==> src/rtl/stack_frame_ctrl.sv <==
// stack_frame_ctrl: command front-end for the SuperStack operand stack.
// Turns PUSH/POP/CALL/RETURN commands into timed stack op sequences and
// keeps a LIFO of saved underflow limits, one per active call frame.
// Optional feature macro: STACK_FRAME_HIWATER_EN enables frame_hiwater
// tracking (max frame_depth since reset); otherwise frame_hiwater is 0.
module stack_frame_ctrl #(
    parameter int WIDTH       = 8,
    parameter int DEPTH       = 7,
    parameter int FRAME_DEPTH = 4
) (
    input  logic                   clk,
    input  logic                   reset,
    input  logic                   cmd_valid,
    output logic                   cmd_ready,
    input  logic [2:0]             cmd,
    input  logic [WIDTH-1:0]       cmd_data,
    input  logic [DEPTH:0]         cmd_nargs,
    input  logic                   cmd_nres,
    output logic                   rsp_valid,
    output logic [2:0]             rsp_err,
    output logic [WIDTH-1:0]       rsp_data,
    output logic [2:0]             stk_op,
    output logic [WIDTH-1:0]       stk_data,
    output logic [DEPTH:0]         stk_limit,
    input  logic [DEPTH:0]         stk_index,
    input  logic [WIDTH-1:0]       stk_tos,
    input  logic [2:0]             stk_status,
    output logic [FRAME_DEPTH:0]   frame_depth,
    output logic [FRAME_DEPTH:0]   frame_hiwater
);

    // Command encodings
    localparam logic [2:0] CMD_NOP    = 3'd0;
    localparam logic [2:0] CMD_PUSH   = 3'd1;
    localparam logic [2:0] CMD_POP    = 3'd2;
    localparam logic [2:0] CMD_CALL   = 3'd3;
    localparam logic [2:0] CMD_RETURN = 3'd4;

    // Response codes
    localparam logic [2:0] ERR_OK        = 3'd0;
    localparam logic [2:0] ERR_STACK     = 3'd1;
    localparam logic [2:0] ERR_FRAME_OVF = 3'd2;
    localparam logic [2:0] ERR_FRAME_UNF = 3'd3;
    localparam logic [2:0] ERR_ARGS      = 3'd4;
    localparam logic [2:0] ERR_BAD_CMD   = 3'd5;

    // Stack op / status encodings, mirroring the attached stack's stack.vh
    localparam logic [2:0] OP_NONE            = 3'd0;
    localparam logic [2:0] OP_PUSH            = 3'd1;
    localparam logic [2:0] OP_POP             = 3'd2;
    localparam logic [2:0] OP_UNDERFLOW_PUSH  = 3'd3;
    localparam logic [2:0] OP_UNDERFLOW_RESET = 3'd4;
    localparam logic [2:0] ST_OVERFLOW        = 3'd1;
    localparam logic [2:0] ST_UNDERFLOW       = 3'd2;

    localparam int FD_W   = FRAME_DEPTH + 1;
    localparam int FRAMES = 1 << FRAME_DEPTH;

    typedef enum logic [1:0] {
        S_IDLE    = 2'd0,
        S_ISSUE   = 2'd1,
        S_RESTORE = 2'd2,
        S_WAIT    = 2'd3
    } state_t;

    state_t                 state_q, state_d;
    logic [2:0]             cmd_q, cmd_d;
    logic [2:0]             err_q, err_d;
    logic [WIDTH-1:0]       cap_q, cap_d;
    logic [2:0]             stk_op_q, stk_op_d;
    logic [WIDTH-1:0]       stk_data_q, stk_data_d;
    logic [DEPTH:0]         stk_limit_q, stk_limit_d;
    logic [FD_W-1:0]        frame_depth_q, frame_depth_d;
    logic                   rsp_valid_q, rsp_valid_d;
    logic [2:0]             rsp_err_q, rsp_err_d;
    logic [WIDTH-1:0]       rsp_data_q, rsp_data_d;

    // Saved caller limits; entry k belongs to the frame opened at depth k
    logic [DEPTH:0]         lifo_q [FRAMES];
    logic                   lifo_we_s;
    logic [FRAME_DEPTH-1:0] wr_idx_s;
    logic [FRAME_DEPTH-1:0] rd_idx_s;

    logic [DEPTH:0]         avail_s;
    logic                   frame_full_s;
    logic [2:0]             accept_err_s;

    assign wr_idx_s     = frame_depth_q[FRAME_DEPTH-1:0];
    assign rd_idx_s     = wr_idx_s - FRAME_DEPTH'(1);
    assign frame_full_s = (frame_depth_q == FD_W'(FRAMES));

    // Operands visible to the current frame; ordered check keeps the subtraction from wrapping
    always_comb begin
        if (stk_index >= stk_limit_q) begin
            avail_s = stk_index - stk_limit_q;
        end else begin
            avail_s = '0;
        end
    end

    // Accept-cycle validation, first failing check wins
    always_comb begin
        accept_err_s = ERR_OK;
        case (cmd)
            CMD_NOP, CMD_PUSH, CMD_POP: begin
                accept_err_s = ERR_OK;
            end
            CMD_CALL: begin
                if (frame_full_s) begin
                    accept_err_s = ERR_FRAME_OVF;
                end else if (cmd_nargs > avail_s) begin
                    accept_err_s = ERR_ARGS;
                end else begin
                    accept_err_s = ERR_OK;
                end
            end
            CMD_RETURN: begin
                if (frame_depth_q == FD_W'(0)) begin
                    accept_err_s = ERR_FRAME_UNF;
                end else if (cmd_nres && (stk_index == stk_limit_q)) begin
                    accept_err_s = ERR_ARGS;
                end else begin
                    accept_err_s = ERR_OK;
                end
            end
            default: begin
                accept_err_s = ERR_BAD_CMD;
            end
        endcase
    end

    // Next-state and next-output logic for the command sequencer
    always_comb begin
        state_d       = state_q;
        cmd_d         = cmd_q;
        err_d         = err_q;
        cap_d         = cap_q;
        stk_op_d      = OP_NONE;
        stk_data_d    = '0;
        stk_limit_d   = stk_limit_q;
        frame_depth_d = frame_depth_q;
        rsp_valid_d   = 1'b0;
        rsp_err_d     = ERR_OK;
        rsp_data_d    = '0;
        lifo_we_s     = 1'b0;

        case (state_q)
            S_IDLE: begin
                if (cmd_valid) begin
                    cmd_d = cmd;
                    err_d = accept_err_s;
                    cap_d = stk_tos;
                    if (accept_err_s != ERR_OK) begin
                        state_d = S_WAIT;
                    end else begin
                        case (cmd)
                            CMD_PUSH: begin
                                state_d    = S_ISSUE;
                                stk_op_d   = OP_PUSH;
                                stk_data_d = cmd_data;
                            end
                            CMD_POP: begin
                                state_d  = S_ISSUE;
                                stk_op_d = OP_POP;
                            end
                            CMD_CALL: begin
                                // Save caller limit, callee sees args onward
                                lifo_we_s     = 1'b1;
                                frame_depth_d = frame_depth_q + FD_W'(1);
                                stk_limit_d   = stk_index - cmd_nargs;
                                state_d       = S_WAIT;
                            end
                            CMD_RETURN: begin
                                state_d = S_ISSUE;
                                if (cmd_nres) begin
                                    stk_op_d   = OP_UNDERFLOW_PUSH;
                                    stk_data_d = stk_tos;
                                end else begin
                                    stk_op_d   = OP_UNDERFLOW_RESET;
                                end
                            end
                            default: begin
                                state_d = S_WAIT;
                            end
                        endcase
                    end
                end else begin
                    state_d = S_IDLE;
                end
            end
            S_ISSUE: begin
                if (cmd_q == CMD_RETURN) begin
                    state_d = S_RESTORE;
                end else begin
                    state_d = S_WAIT;
                end
            end
            S_RESTORE: begin
                stk_limit_d   = lifo_q[rd_idx_s];
                frame_depth_d = frame_depth_q - FD_W'(1);
                state_d       = S_WAIT;
            end
            S_WAIT: begin
                state_d     = S_IDLE;
                rsp_valid_d = 1'b1;
                if (err_q != ERR_OK) begin
                    rsp_err_d = err_q;
                end else begin
                    case (cmd_q)
                        CMD_PUSH: begin
                            if (stk_status == ST_OVERFLOW) begin
                                rsp_err_d = ERR_STACK;
                            end else begin
                                rsp_err_d = ERR_OK;
                            end
                        end
                        CMD_POP: begin
                            if (stk_status == ST_UNDERFLOW) begin
                                rsp_err_d = ERR_STACK;
                            end else begin
                                rsp_data_d = cap_q;
                            end
                        end
                        CMD_RETURN: begin
                            if ((stk_status == ST_OVERFLOW) || (stk_status == ST_UNDERFLOW)) begin
                                rsp_err_d = ERR_STACK;
                            end else begin
                                rsp_err_d = ERR_OK;
                            end
                        end
                        default: begin
                            rsp_err_d = ERR_OK;
                        end
                    endcase
                end
            end
            default: begin
                state_d = S_IDLE;
            end
        endcase
    end

    // Sequencer state and registered outputs, synchronous reset
    always_ff @(posedge clk) begin
        if (reset) begin
            state_q       <= S_IDLE;
            cmd_q         <= CMD_NOP;
            err_q         <= ERR_OK;
            cap_q         <= '0;
            stk_op_q      <= OP_NONE;
            stk_data_q    <= '0;
            stk_limit_q   <= '0;
            frame_depth_q <= '0;
            rsp_valid_q   <= 1'b0;
            rsp_err_q     <= ERR_OK;
            rsp_data_q    <= '0;
        end else begin
            state_q       <= state_d;
            cmd_q         <= cmd_d;
            err_q         <= err_d;
            cap_q         <= cap_d;
            stk_op_q      <= stk_op_d;
            stk_data_q    <= stk_data_d;
            stk_limit_q   <= stk_limit_d;
            frame_depth_q <= frame_depth_d;
            rsp_valid_q   <= rsp_valid_d;
            rsp_err_q     <= rsp_err_d;
            rsp_data_q    <= rsp_data_d;
        end
    end

    // Frame LIFO storage; contents above frame_depth are don't-care, so no reset
    always_ff @(posedge clk) begin
        if (lifo_we_s) begin
            lifo_q[wr_idx_s] <= stk_limit_q;
        end
    end

`ifdef STACK_FRAME_HIWATER_EN
    logic [FD_W-1:0] hiwater_q, hiwater_d;

    // Track deepest frame nesting seen; follows frame_depth by one cycle
    always_comb begin
        if (frame_depth_q > hiwater_q) begin
            hiwater_d = frame_depth_q;
        end else begin
            hiwater_d = hiwater_q;
        end
    end

    // High-water register
    always_ff @(posedge clk) begin
        if (reset) begin
            hiwater_q <= '0;
        end else begin
            hiwater_q <= hiwater_d;
        end
    end

    assign frame_hiwater = hiwater_q;
`else
    assign frame_hiwater = '0;
`endif

    assign cmd_ready   = (state_q == S_IDLE);
    assign rsp_valid   = rsp_valid_q;
    assign rsp_err     = rsp_err_q;
    assign rsp_data    = rsp_data_q;
    assign stk_op      = stk_op_q;
    assign stk_data    = stk_data_q;
    assign stk_limit   = stk_limit_q;
    assign frame_depth = frame_depth_q;

endmodule
==> config.mk <==
export PLATFORM = sky130hd
export DESIGN_NAME = stack_frame_ctrl
export DESIGN_NICKNAME = d
export VERILOG_FILES = /design/src/rtl/stack_frame_ctrl.sv
export SDC_FILE = /design/constraint.sdc
export NUM_CORES = 1
export LEC_CHECK = 0
export CAP_MARGIN = 20
export CORE_UTILIZATION = 55
export DETAILED_ROUTE_END_ITERATION = 16
export DONT_BUFFER_PORTS = 1
export GPL_TIMING_DRIVEN = 1
export PLACE_DENSITY = 0.7
export SLEW_MARGIN = 20
export SYNTH_ARGS = -nofsm -noshare
export SYNTH_HDL_FRONTEND = slang
export SYNTH_SLANG_ARGS = --single-unit
==> constraint.sdc <==
create_clock -name clk -period 7.1 [get_ports clk]
set_clock_uncertainty 0.15 [all_clocks]
set_input_delay 1.42 -clock clk [delete_from_list [all_inputs] [get_ports clk]]
set_output_delay 1.42 -clock clk [all_outputs]
set_load 0.005 [all_outputs]
Yosys cells after proc, flatten, opt, wreduce, memory -nomap -nowiden
Memories as Yosys holds them, arrays and structs flattened.
Cells that the tools add are included.
{"block": "word_totals", "reg_bits": 52, "ram_bits": 128, "memories": 1, "inputBits": 42, "wordCells": 90}
{"name": "lifo_q", "depth": 16, "width": 8, "rd": 1, "rd_ports_with_merged_regs": 0, "wr": 1, "line": "79", "text": "logic [DEPTH:0] lifo_q [FRAMES];"}
{"block": "op_classes", "reduce_logical": 15, "bitwise": 4, "mux": 35, "order_cmp": 2, "n_addsub": 5, "eq_ne": 17}
{"cell": "$mux W8", "count": 5}
{"cell": "$pmux W8 S2", "count": 2}
{"cell": "$pmux W3 S3", "count": 3}
{"cell": "$mux W3", "count": 6}
{"cell": "$sub A8 B8 Y8", "count": 2}
{"cell": "$mux W5", "count": 3}
{"cell": "$eq A3 B2 Y1 const B", "count": 4}
{"cell": "$mux W1", "count": 11}
{"cell": "$pmux W5 S2", "count": 1}
{"cell": "$eq A3 B1 Y1 const B", "count": 3}
{"cell": "$eq A8 B8 Y1", "count": 1}
{"cell": "$ge A8 B8 Y1", "count": 1}
{"cell": "$gt A8 B8 Y1", "count": 1}
{"cell": "$pmux W2 S4", "count": 1}
{"cell": "$eq A3 B3 Y1 const B", "count": 2}
{"cell": "$mux W2", "count": 3}
{"cell": "$reduce_bool A3 Y1", "count": 2}
{"cell": "$reduce_or A3 Y1", "count": 2}
{"cell": "$add A5 B1 Y5 const B", "count": 1}
{"cell": "$eq A5 B5 Y1 const B", "count": 1}
{"cell": "$logic_not A5 Y1", "count": 1}
{"cell": "$reduce_or A5 Y1", "count": 1}
{"cell": "$sub A5 B1 Y5 const B", "count": 1}
{"cell": "$eq A2 B2 Y1 const B", "count": 2}
{"cell": "other kinds (14)", "count": 18}

Logic depth before layout (Yosys ltp)
Gate-level depths: netlist (run 1).
{"block": "logic_depth", "word_depth": 12, "mapped_depth": 18, "ltp_nobuf": 17}

Least setup slack after synthesis (run 1)
No wires, ideal clock.
{"block": "synth_path", "path_type": "in2reg", "start": "in stk_index[0]", "end": "mem lifo_q[1][0] in the netlist's numbering (enable)", "n_path_buf": 0, "arrival_ns": 5.061, "required_time_ns": 6.567, "slack_ns": 1.506, "cell_stages": 17, "cell_sequence": "inv_1 -> ha_1 -> inv_1 -> fa_1 -> a21o_1 -> a21o_1 -> a211oi_1 -> o21bai_1 -> a211o_1 -> nand2_1 -> ha_1 -> nor2b_1 -> o211ai_1 -> a21boi_0 -> o21ai_1 -> nand3_1 -> nor3_1"}
{"block": "synth_between", "elab_chain_cells": 12}
{"item": "start: declaration", "line": "25", "text": "input logic [DEPTH:0] stk_index,"}
{"item": "$sub A8 B8 Y8 or $ge A8 B8 Y1 (tied branches)", "line": "95, 94"}
{"item": "$mux W8", "line": "94", "text": "if (stk_index >= stk_limit_q) begin"}
{"item": "$gt A8 B8 Y1", "line": "111", "text": "end else if (cmd_nargs > avail_s) begin"}
{"item": "$mux W3", "line": "111"}
{"item": "$mux W3", "line": "109", "text": "if (frame_full_s) begin"}
{"item": "$pmux W3 S3 (*)", "line": "104", "text": "case (cmd)"}
{"item": "$reduce_bool A3 Y1 (*)", "line": "153", "text": "if (accept_err_s != ERR_OK) begin"}
{"item": "$mux W1 (*)", "line": "153"}
{"item": "$mux W1 (*)", "line": "149", "text": "if (cmd_valid) begin"}
{"item": "$mux W1 (*)", "line": "147", "text": "case (state_q)"}
{"item": "$mux W1 (*)", "line": "274", "text": "if (lifo_we_s) begin"}
{"item": "$mux W1 (implied by the code) (*)", "line": "275", "text": "lifo_q[wr_idx_s] <= stk_limit_q;"}
{"item": "end: declaration", "line": "79"}
Mark *: on every way between the ends. The rest lies on a longest branch, timed or not.

Final worst setup path (run 1)
{"block": "layout_path", "start": "in stk_index[0]", "end": "mem lifo_q[6][4] in the netlist's numbering (enable)"}
The elaborated chain is that of the path after synthesis.

==> results.md, run 1 <==
- First-pass GRT wire length: roughly 28000 um
- Worst setup margin: 1.30 ns
- Core Util, Final: 0.617
- Least-Margin Pin Slew: 1.01 ns
- Core area: approximately 15000 um^2
- Crit path capture type: register
- CTS tree: built
- Synth area leader: edfxtp_1
- Area added between synthesis and finish: 8.98%
- Port Buffers: 0
- Layout cells sized above 1: 0.146
- CP max-delay cell: nor2_1
- Crit-path max FO: 8
- Critical path buffers and inverters: 2
- Cts repair resizes: 0
- Hold Crit Class: register to register
- Routed WL per cell: approximately 22 um
- Hold Startpoint: cap_q[5]
- Sequential area share after synthesis: 0.591
- DRC: 0
- Unrepaired setup endpoints after global routing: false
- Maximum vdd drop: around 0.28 mV
- Final Hold Fails: 0
- Worst skew pair latency: between 0.4 and 0.5 ns
- Async SR Flop Fraction: 0
- Post-Syn Area: 8260 um^2
- Netlist cell types: 68
- Count leader, synth: edfxtp_1
- Total global routing overflow: 0
- Leakage: approximately 3.1 nW
- Max-slew headroom: 0.325
- Status: complete, no violations
- Fin nets: approximately 680
- GRT Total Usage: 0.239
- H-tree levels: 4
- Top post-synthesis cells by count: 128 x edfxtp_1, 52 x dfxtp_1, 43 x nor2_1, 39 x nand2_1, 35 x ha_1
- Antenna Cells: 0
- Pwr/cell area: 289 nW/um^2
- I/O Pins: 84
- Clk sink count: 180
- Chip width: roughly 120 um
- Worst-path cell chain: inv_1 > ha_1 > inv_1 > fa_1 > a21o_1 > a21o_1 > a211oi_1 > o21bai_1 > a211o_1 > nand2_1 > ha_1 > nor2b_1 > o211ai_1 > a21boi_0 > o21ai_1 > nand3_1 > nor2_1
- Crit path max-delay family: compound AO/OA/AOI/OAI gates
- Final GP Congestion: 0.856
- Root Buffer: clkbuf_16
- Sum Neg Setup Slack: 0 ns
- Place WS: approximately 0.89 ns
- Initial core utilization: 0.566
- Synthesis Warnings: 0
- Hold_buf cts: 0
- Initial antenna violation count: 0
- Total CTS buffers: 17
- Slew Limit Fails: 0
- Die area: roughly 16000 um^2
- Antenna Nets Post-Route: 0
- Critical path required time: 7.01 ns
- Hold Slack: around 0.30 ns
- Synth area leaders: edfxtp_1 47%, dfxtp_1 13%, mux4_2 6.3%, ha_1 5.3%, mux4_1 2.9%
- Vias/cell: ~6.2
- Startpoint types: primary input
- WL final: around 18000 um
- Critical path type: primary input to register
- Synthesized area per cell: 13.8 um^2
- Worst setup startpoint: stk_index[0]
- Crit share post-route: 0.816
- Cells after Synth: between 500 and 600
- Max clock buf depth: 2
- Placed Cells: around 770
- Rows: 44
- Non-Filler Instances: about 800
- DR vias: 4969
- Number of global-route vias before repair: 4917
- Worst Path Arrival: 5.71 ns
- First-pass iteration count of the detailed router: 5
- Synth Flop Type: edfxtp_1
- Die Y: 125 um
- #FFs+latches synth: between 150 and 200
- Largest net degree at the start of global routing: 39
- Crit path time final: 5.80 ns
- DP HPWL: approximately 12000 um
- Setup violators final: 0
- Max Freq: 173 MHz
- Starting DRT DRC Count: 400
- Max_cap viols: 0
- Post-synth top area share: 0.465
- CP peak stage delay: slightly above 0.6 ns
- Setup bufs post-CTS: 0
- EDFF count, synth: around 130
- Clock transition at path regs: about 0.070 ns
- Worst R2R Start: stk_limit[0]
[where the power goes]
| group | total (mW) | leakage (nW) | switching [mW] | internal, mW |
|---|---|---|---|---|
| Sequential | 1.19 | 1.58 | 0.0226 | 1.16 |
| Clock | 0.917 | 0.281 | 0.420 | 0.497 |
| Combinational | 0.494 | 1.27 | 0.290 | 0.203 |
| Total | 2.60 | 3.14 | 0.733 | 1.86 |
[cells in the final DEF, fill, tap and decap left out, drive strengths merged, types with 5 or more instances in the layout]
cell    netlist  final
nor2         43     43
nand2        39     39
conb          1      5
clkinv        0      5
dfxtp        52     52
nand3         8      8
and2         11     11
clkbuf       11     17
buf          21     14
inv          30     37
mux4         32     32
xnor2         7      7
ha           35     35
a21oi        34     34
a21o          5      5
xor2          5      5
a22oi         9      9
mux2i        11     11
nand2b        6      6
edfxtp      128    128
a211oi       11     11
mux2          6      6
nor2b         9      9
o21ai        15     15
nor3          9      9
o211ai        6      6
[logic make-up after synthesis]
kind of cell	synth area share
compound gates	0.0917
xor+xnor	0.0136
fa+ha+maj	0.0603
buf+inv	0.0385
flops	0.591
mux	0.113
other cells	0.000454
simple gates	0.0912
[per-layer routing]
layer  track usage  up-vias  share of wire
met4        0.0900        0          0.024
met3        0.0580       39          0.068
li1              -     2265              -
met5             0        -              0
met2         0.381      203           0.48
met1         0.318     2462           0.43
[final timing paths]
kind	endpoint	slack [ns]	cells past startpoint
max	lifo_q[6][4]	1.30	17
min	cap_q[5]	0.30	2
max reg2reg	lifo_q[6][4]	1.73	17
min reg2reg	cap_q[5]	0.30	2
[area by class of cell]
| cell class | instances | area, um^2 |
|---|---|---|
| multi-input cells | 361 | 3080 |
| clock buffers | 17 | 425 |
| inverters | 30 | 113 |
| well taps | 184 | 230 |
| repair buffers | 14 | 105 |
| clock inverters | 15 | 163 |
| fillers | 1068 | 5590 |
| flip-flops and latches | 180 | 4890 |
[metrics by stage]
step	cell area, um^2	power, mW
global route	9000	2.70
floorplan	8270	1.58
global placement	8410	1.69
detailed placement	8410	1.70
CTS	9000	2.61
finish	9000	2.60
[worst register-to-register path, delay by kind of cell, from the launching register on]
| kind | cells | cell delay, ns |
|---|---|---|
| adders and majority gates | 3 | 0.85 |
| AOI/OAI and AO/OA | 8 | 2.10 |
| and+or+nand+nor | 4 | 1.24 |
| buffers and inverters | 2 | 0.33 |
| DFF | 1 | 0.31 |
[registers in the layout (all words and copies together) (netlist names)]
signal       flops
stk_limit        8
cmd_q            3
stk_data         8
err_q            3
rsp_data         8
cap_q            8
state_q          2
stk_op           3
frame_depth      5
rsp_err          3
lifo_q         128
rsp_valid        1
No activity file was read; power rests on OpenSTA's default activity.
==> run 2: changes to the inputs <==
Settings changed: PLACE_DENSITY 0.7 to 0.73.
Clock period 7.1 ns to 4.85 ns, I/O delays scaled along.
==> results.md, run 2 (synthesis gave the netlist of run 1 again) <==
- Status: complete, no violations
- Total global routing overflow: 0 (unchanged)
- Crit path capture type: register
- Starting DRT DRC Count: 413 (+3.3%)
- Maximum vdd drop: 0.378 mV (+34%)
- Top reg by flops: lifo_q
- Critical path buffers and inverters: 3 (+1)
- Max clock buf depth: 2 (unchanged)
- Hold worst-path end: cap_q[7]
- Worst skew pair latency: 0.44 ns (about the same)
- Chip width: 125 um (unchanged)
- Initial antenna violation count: 0 (unchanged)
- Area added between synthesis and finish: 12.0%
- Critical path required time: 4.84 ns (-2.17 ns)
- Crit path max-delay family: compound AO/OA/AOI/OAI gates
- Worst setup startpoint: stk_index[0]
- Reg2Reg Depth: 17 (unchanged)
- Max Freq: approximately 220 MHz
- Max_cap viols: 0 (unchanged)
- Fin nets: 711 (+3.9%)
- Max reg flops: 128 (unchanged)
- Worst-path cell chain: inv_1 > ha_1 > inv_1 > fa_1 > a21o_1 > a21o_1 > a211oi_2 > o21bai_1 > a211o_1 > nand2_1 > ha_1 > nor2b_1 > o211ai_1 > a21boi_0 > o21ai_2 > nand3_1 > nor3_2 > buf_4
- Root Buffer: clkbuf_16
- DR vias: 5080 (+2.2%)
- Least-Margin Pin Slew: 1.06 ns (+0.0494 ns)
- Antenna Cells: 0 (unchanged)
- Crit path time final: around 4.6 ns
- Startpoint types: primary input
- Crit-path max FO: 8 (unchanged)
- DRC: 0 (unchanged)
- Worst Path Arrival: 4.58 ns (-1.13 ns)
- Hold Startpoint: cap_q[7]
- Core area: 14600 um^2 (unchanged)
- Clk sink count: 180 (unchanged)
- Hold depth: 2 (unchanged)
- I/O Pins: 84 (unchanged)
- Vias/cell: 6.14 (-1.1%)
- Total CTS buffers: 17 (unchanged)
- FF-to-FF End: lifo_q[0][3]
- Commonest non-fill, non-tap cells in the layout: 128 x edfxtp_1, 51 x dfxtp_1, 43 x nor2_1, 40 x buf_4, 39 x nand2_1
- Setup violators final: 0 (unchanged)
- Most common cell after layout, fill and taps aside: edfxtp_1
- Clock transition at path regs: 0.08 ns (about the same)
- Critical path type: primary input to register
- CTS tree: built
- Place WS: -0.366 ns (-1.25 ns)
- Leakage: 3.32 nW (+5.7%)
- Sum Neg Setup Slack: 0 ns (unchanged)
- Rows: 44 (unchanged)
- GRT Total Usage: 0.243 (+0.00395)
- Pwr Total: 3.85 mW (+48%)
- Final GP Congestion: 0.887 (+3.6%)
- Worst R2R Start: stk_limit[0]
- Die Y: 125 um (unchanged)
- Max-slew headroom: 0.294 (-0.0314)
- CP peak stage delay: 0.40 ns (-0.22 ns)
- Hold Slack: 0.294 ns (-0.00236 ns)
- Unrepaired setup endpoints after global routing: false
- Core Util, Final: 0.634 (+0.0171)
- Largest net degree at the start of global routing: 39 (unchanged)
- DP HPWL: 12200 um (+1.4%)
- Slew Limit Fails: 0 (unchanged)
- Antenna Nets Post-Route: 0 (unchanged)
- Die area: 15500 um^2 (unchanged)
- Routed WL per cell: 21.7 um (-0.93%)
- Number of global-route vias before repair: 5017 (+2.0%)
- Final Hold Fails: 0 (unchanged)
- Crit share post-route: 0.945
- First-pass GRT wire length: 27900 um (+1.5%)
- WL final: 18000 um (+2.4%)
- R2r setup slk: 0.49 ns (-1.24 ns)
- Hold Crit Class: register to register
- Pwr/cell area: 416 nW/um^2 (+44%)
- Worst setup margin: 0.265 ns (-1.04 ns)
- CP max-delay cell: fa_1
- Initial core utilization: 0.566 (unchanged)
- Port Buffers: 0 (unchanged)
- First-pass iteration count of the detailed router: 5 (unchanged)
- H-tree levels: 4 (unchanged)
- Hold_buf cts: 0 (unchanged)
- Layout cells sized above 1: 0.194 (+0.0482)
run 2: cell types whose count changed in the layout (fill, tap and decap cells not counted), sizes merged:
cell      delta
clkinvlp     -1
buf         +27
clkbuf       +2
inv          +2
clkinv       -3
run 2: tightest hold or removal path: cells and delay by family (launching register included):
family           cells  cell delay, ns
flip-flops           1            0.31
AND/OR/NAND/NOR      1            0.05
AO/OA/AOI/OAI        1            0.05
run 2: metal layers:
| metal | track usage | vias to the layer above | share of wire |
|---|---|---|---|
| met4 | 0.0765 | 0 | 0.018 |
| met3 | 0.0614 | 24 | 0.075 |
| met2 | 0.392 | 193 | 0.49 |
| met1 | 0.323 | 2544 | 0.42 |
| li1 | - | 2319 | - |
| met5 | 0 | - | 0 |
run 2: worst max path at each step:
stage                               end  slack, ns  cells past startpoint
after global placement     lifo_q[6][3]      -0.18                     19
after floorplan           lifo_q[13][0]      -0.09                     17
final                      lifo_q[0][3]       0.27                     18
after global routing       lifo_q[4][0]       0.03                     18
after detailed placement   lifo_q[0][7]      -0.37                     18
after CTS                  lifo_q[0][5]       0.08                     18
run 2: timing repair:
item,4_1_cts,5_1_grt
setup endpoints to repair,0,128
buffers inserted,0,1
resized for setup,0,2
run 2: layout make-up:
type,count,area [um^2]
clock buffers,19,464
repair buffers,41,320
well taps,184,230
clock inverters,13,123
flip-flops and latches,180,4890
inverters,30,113
multi-input cells,361,3110
fillers,1071,5340
run 2: metrics by stage:
stage          area, um^2  std cells
6_report             9250        828
5_1_grt              9250        828
4_1_cts              9230        827
3_5_place_dp         8640        795
3_3_place_gp         8640        795
2_1_floorplan        8290        603
run 2: where the power goes:
part	switching [mW]	total, mW	leakage (nW)	internal, mW
Clock	0.612	1.36	0.297	0.744
Combinational	0.441	0.761	1.44	0.320
Sequential	0.0271	1.73	1.58	1.70
==> run 3: changes to the inputs <==
Settings changed: CORE_MARGIN from default to 3.
==> results.md, run 3 (synthesis gave the netlist of run 1 again) <==
- Status: complete, no violations
- Clk sink count: 180 (unchanged)
- Crit path time final: 4.61 ns (+0.0212 ns)
- Total global routing overflow: 0 (unchanged)
- Max Freq: 217 MHz (-0.46%)
- First-pass GRT wire length: 28700 um (+2.7%)
- Startpoint types: primary input
- Unrepaired setup endpoints after global routing: false
- Vias/cell: 6.02 (-1.9%)
- Most common cell after layout, fill and taps aside: edfxtp_1
- Hold_buf cts: 0 (unchanged)
- Antenna Cells: 0 (unchanged)
- First-pass iteration count of the detailed router: 4 (-1)
- Fin nets: 712 (+0.14%)
- Top reg by flops: lifo_q
- Crit share post-route: 0.950 (+0.00437)
- Crit path capture type: register
- Antenna Nets Post-Route: 0 (unchanged)
- GRT Total Usage: 0.234 (-0.00843)
- Multi-input logic area: 3110 um^2 (about the same)
- DR vias: 4987 (-1.8%)
- Final GP Congestion: 0.886 (about the same)
- Clock transition at path regs: 0.07 ns (about the same)
- Die area: 16500 um^2 (+6.5%)
- Routed WL per cell: 22.6 um (+4.0%)
- Pwr/cell area: 425 nW/um^2 (+2.2%)
- # fillers: 1033 (-3.5%)
- Chip width: 129 um (+3.2%)
- Number of global-route vias before repair: 4879 (-2.8%)
- Rows: 44 (unchanged)
- Largest net degree at the start of global routing: 39 (unchanged)
- Max clock buf depth: 2 (unchanged)
- Pwr Total: 3.96 mW (+2.9%)
- Port Buffers: 0 (unchanged)
- Maximum vdd drop: 0.325 mV (-14%)
- Least-Margin Pin Slew: 0.944 ns (-0.116 ns)
- Initial core utilization: 0.566 (unchanged)
- I/O Pins: 84 (unchanged)
- Crit-path max FO: 13 (+5)
- DRC: 0 (unchanged)
- Max reg flops: 128 (unchanged)
- Critical path type: primary input to register
- Max-slew headroom: 0.365 (+0.0714)
- Initial antenna violation count: 0 (unchanged)
- Worst skew pair latency: 0.43 ns (about the same)
- CTS tree: built
- Hold Crit Class: register to register
- H-tree levels: 4 (unchanged)
- Core area: 14600 um^2 (unchanged)
- DP HPWL: 12600 um (+2.6%)
- Leakage: 3.35 nW (+0.99%)
- WL final: 18700 um (+4.2%)
- Setup violators final: 0 (unchanged)
- Hold Slack: 0.296 ns (+0.00147 ns)
- Commonest non-fill, non-tap cells in the layout: 128 x edfxtp_1, 51 x dfxtp_1, 43 x nor2_1, 41 x buf_4, 39 x nand2_1
- Layout cells sized above 1: 0.195 (+0.00125)
- Worst Path Arrival: 4.76 ns (+0.18 ns)
- Area added between synthesis and finish: 12.7%
- Slew Limit Fails: 0 (unchanged)
- Die Y: 129 um (+3.2%)
- Starting DRT DRC Count: 393 (-4.8%)
- Max_cap viols: 0 (unchanged)
- Sequential cell area: 4890 um^2 (unchanged)
- Final Hold Fails: 0 (unchanged)
- Root Buffer: clkbuf_16
- Critical path required time: 5.01 ns (+0.17 ns)
- Total CTS buffers: 17 (unchanged)
-- run 3: final cells by class --
cell class / count / area share
clock inverters: 11 / 0.0159
repair buffers: 42 / 0.0352
inverters: 30 / 0.0121
clock buffers: 21 / 0.0531
multi-input cells: 361 / 0.334
well taps: 184 / 0.0247
flip-flops and latches: 180 / 0.525
-- run 3: power by group --
part,internal [mW],switching [mW],total [mW]
Clock,0.876,0.593,1.47
Sequential,1.70,0.0271,1.73
Combinational,0.318,0.440,0.758
Total,2.90,1.06,3.96
-- run 3: path summary, 6_finish.rpt --
path,start,endpoint,slack (ns),cells after the start
setup / recovery,stk_index[0],stk_limit[4],0.24,19
hold reg to reg,cap_q[5],cap_q[5],0.30,2
hold / removal,cap_q[5],cap_q[5],0.30,2
setup reg to reg,stk_limit[0],stk_limit[4],0.49,18
-- run 3: layer usage --
metal  wire [um]  GRT usage
met5           0          0
met4         415     0.0834
met3        1320     0.0585
met2        9110      0.368
met1        7850      0.322
-- run 3: timing repair --
action,4_1_cts,5_1_grt
endpoints found under the setup margin,0,128
setup buffers,0,1
gates resized for setup,0,3
-- run 3: through the flow --
stage | TNS [ns] | std cells | setup slack (ns) | area, um^2 | util
floorplan | -9.72 | 603 | -0.0884 | 8290 | -
global placement | -12.79 | 796 | -0.154 | 8650 | 0.593
detailed placement | -39.61 | 796 | -0.370 | 8650 | 0.593
CTS | 0 | 828 | 0.0540 | 9290 | 0.637
global route | 0 | 829 | 0.0387 | 9310 | 0.638
finish | 0 | 829 | 0.244 | 9310 | 0.638
-- run 3: critical path, stage by stage --
cell and delay (ns):
inv_1 0.06, ha_1 0.19, inv_1 0.07, fa_1 0.39
a21o_1 0.19, a21o_1 0.19, a211oi_2 0.25, o21bai_1 0.10
a211o_1 0.40, nand3b_1 0.14, ha_1 0.24, and4_1 0.20
buf_4 0.14, a211oi_1 0.30, buf_4 0.18, a2bb2oi_2 0.17
o31ai_4 0.12, buf_12 0.15, a211oi_1 0.31
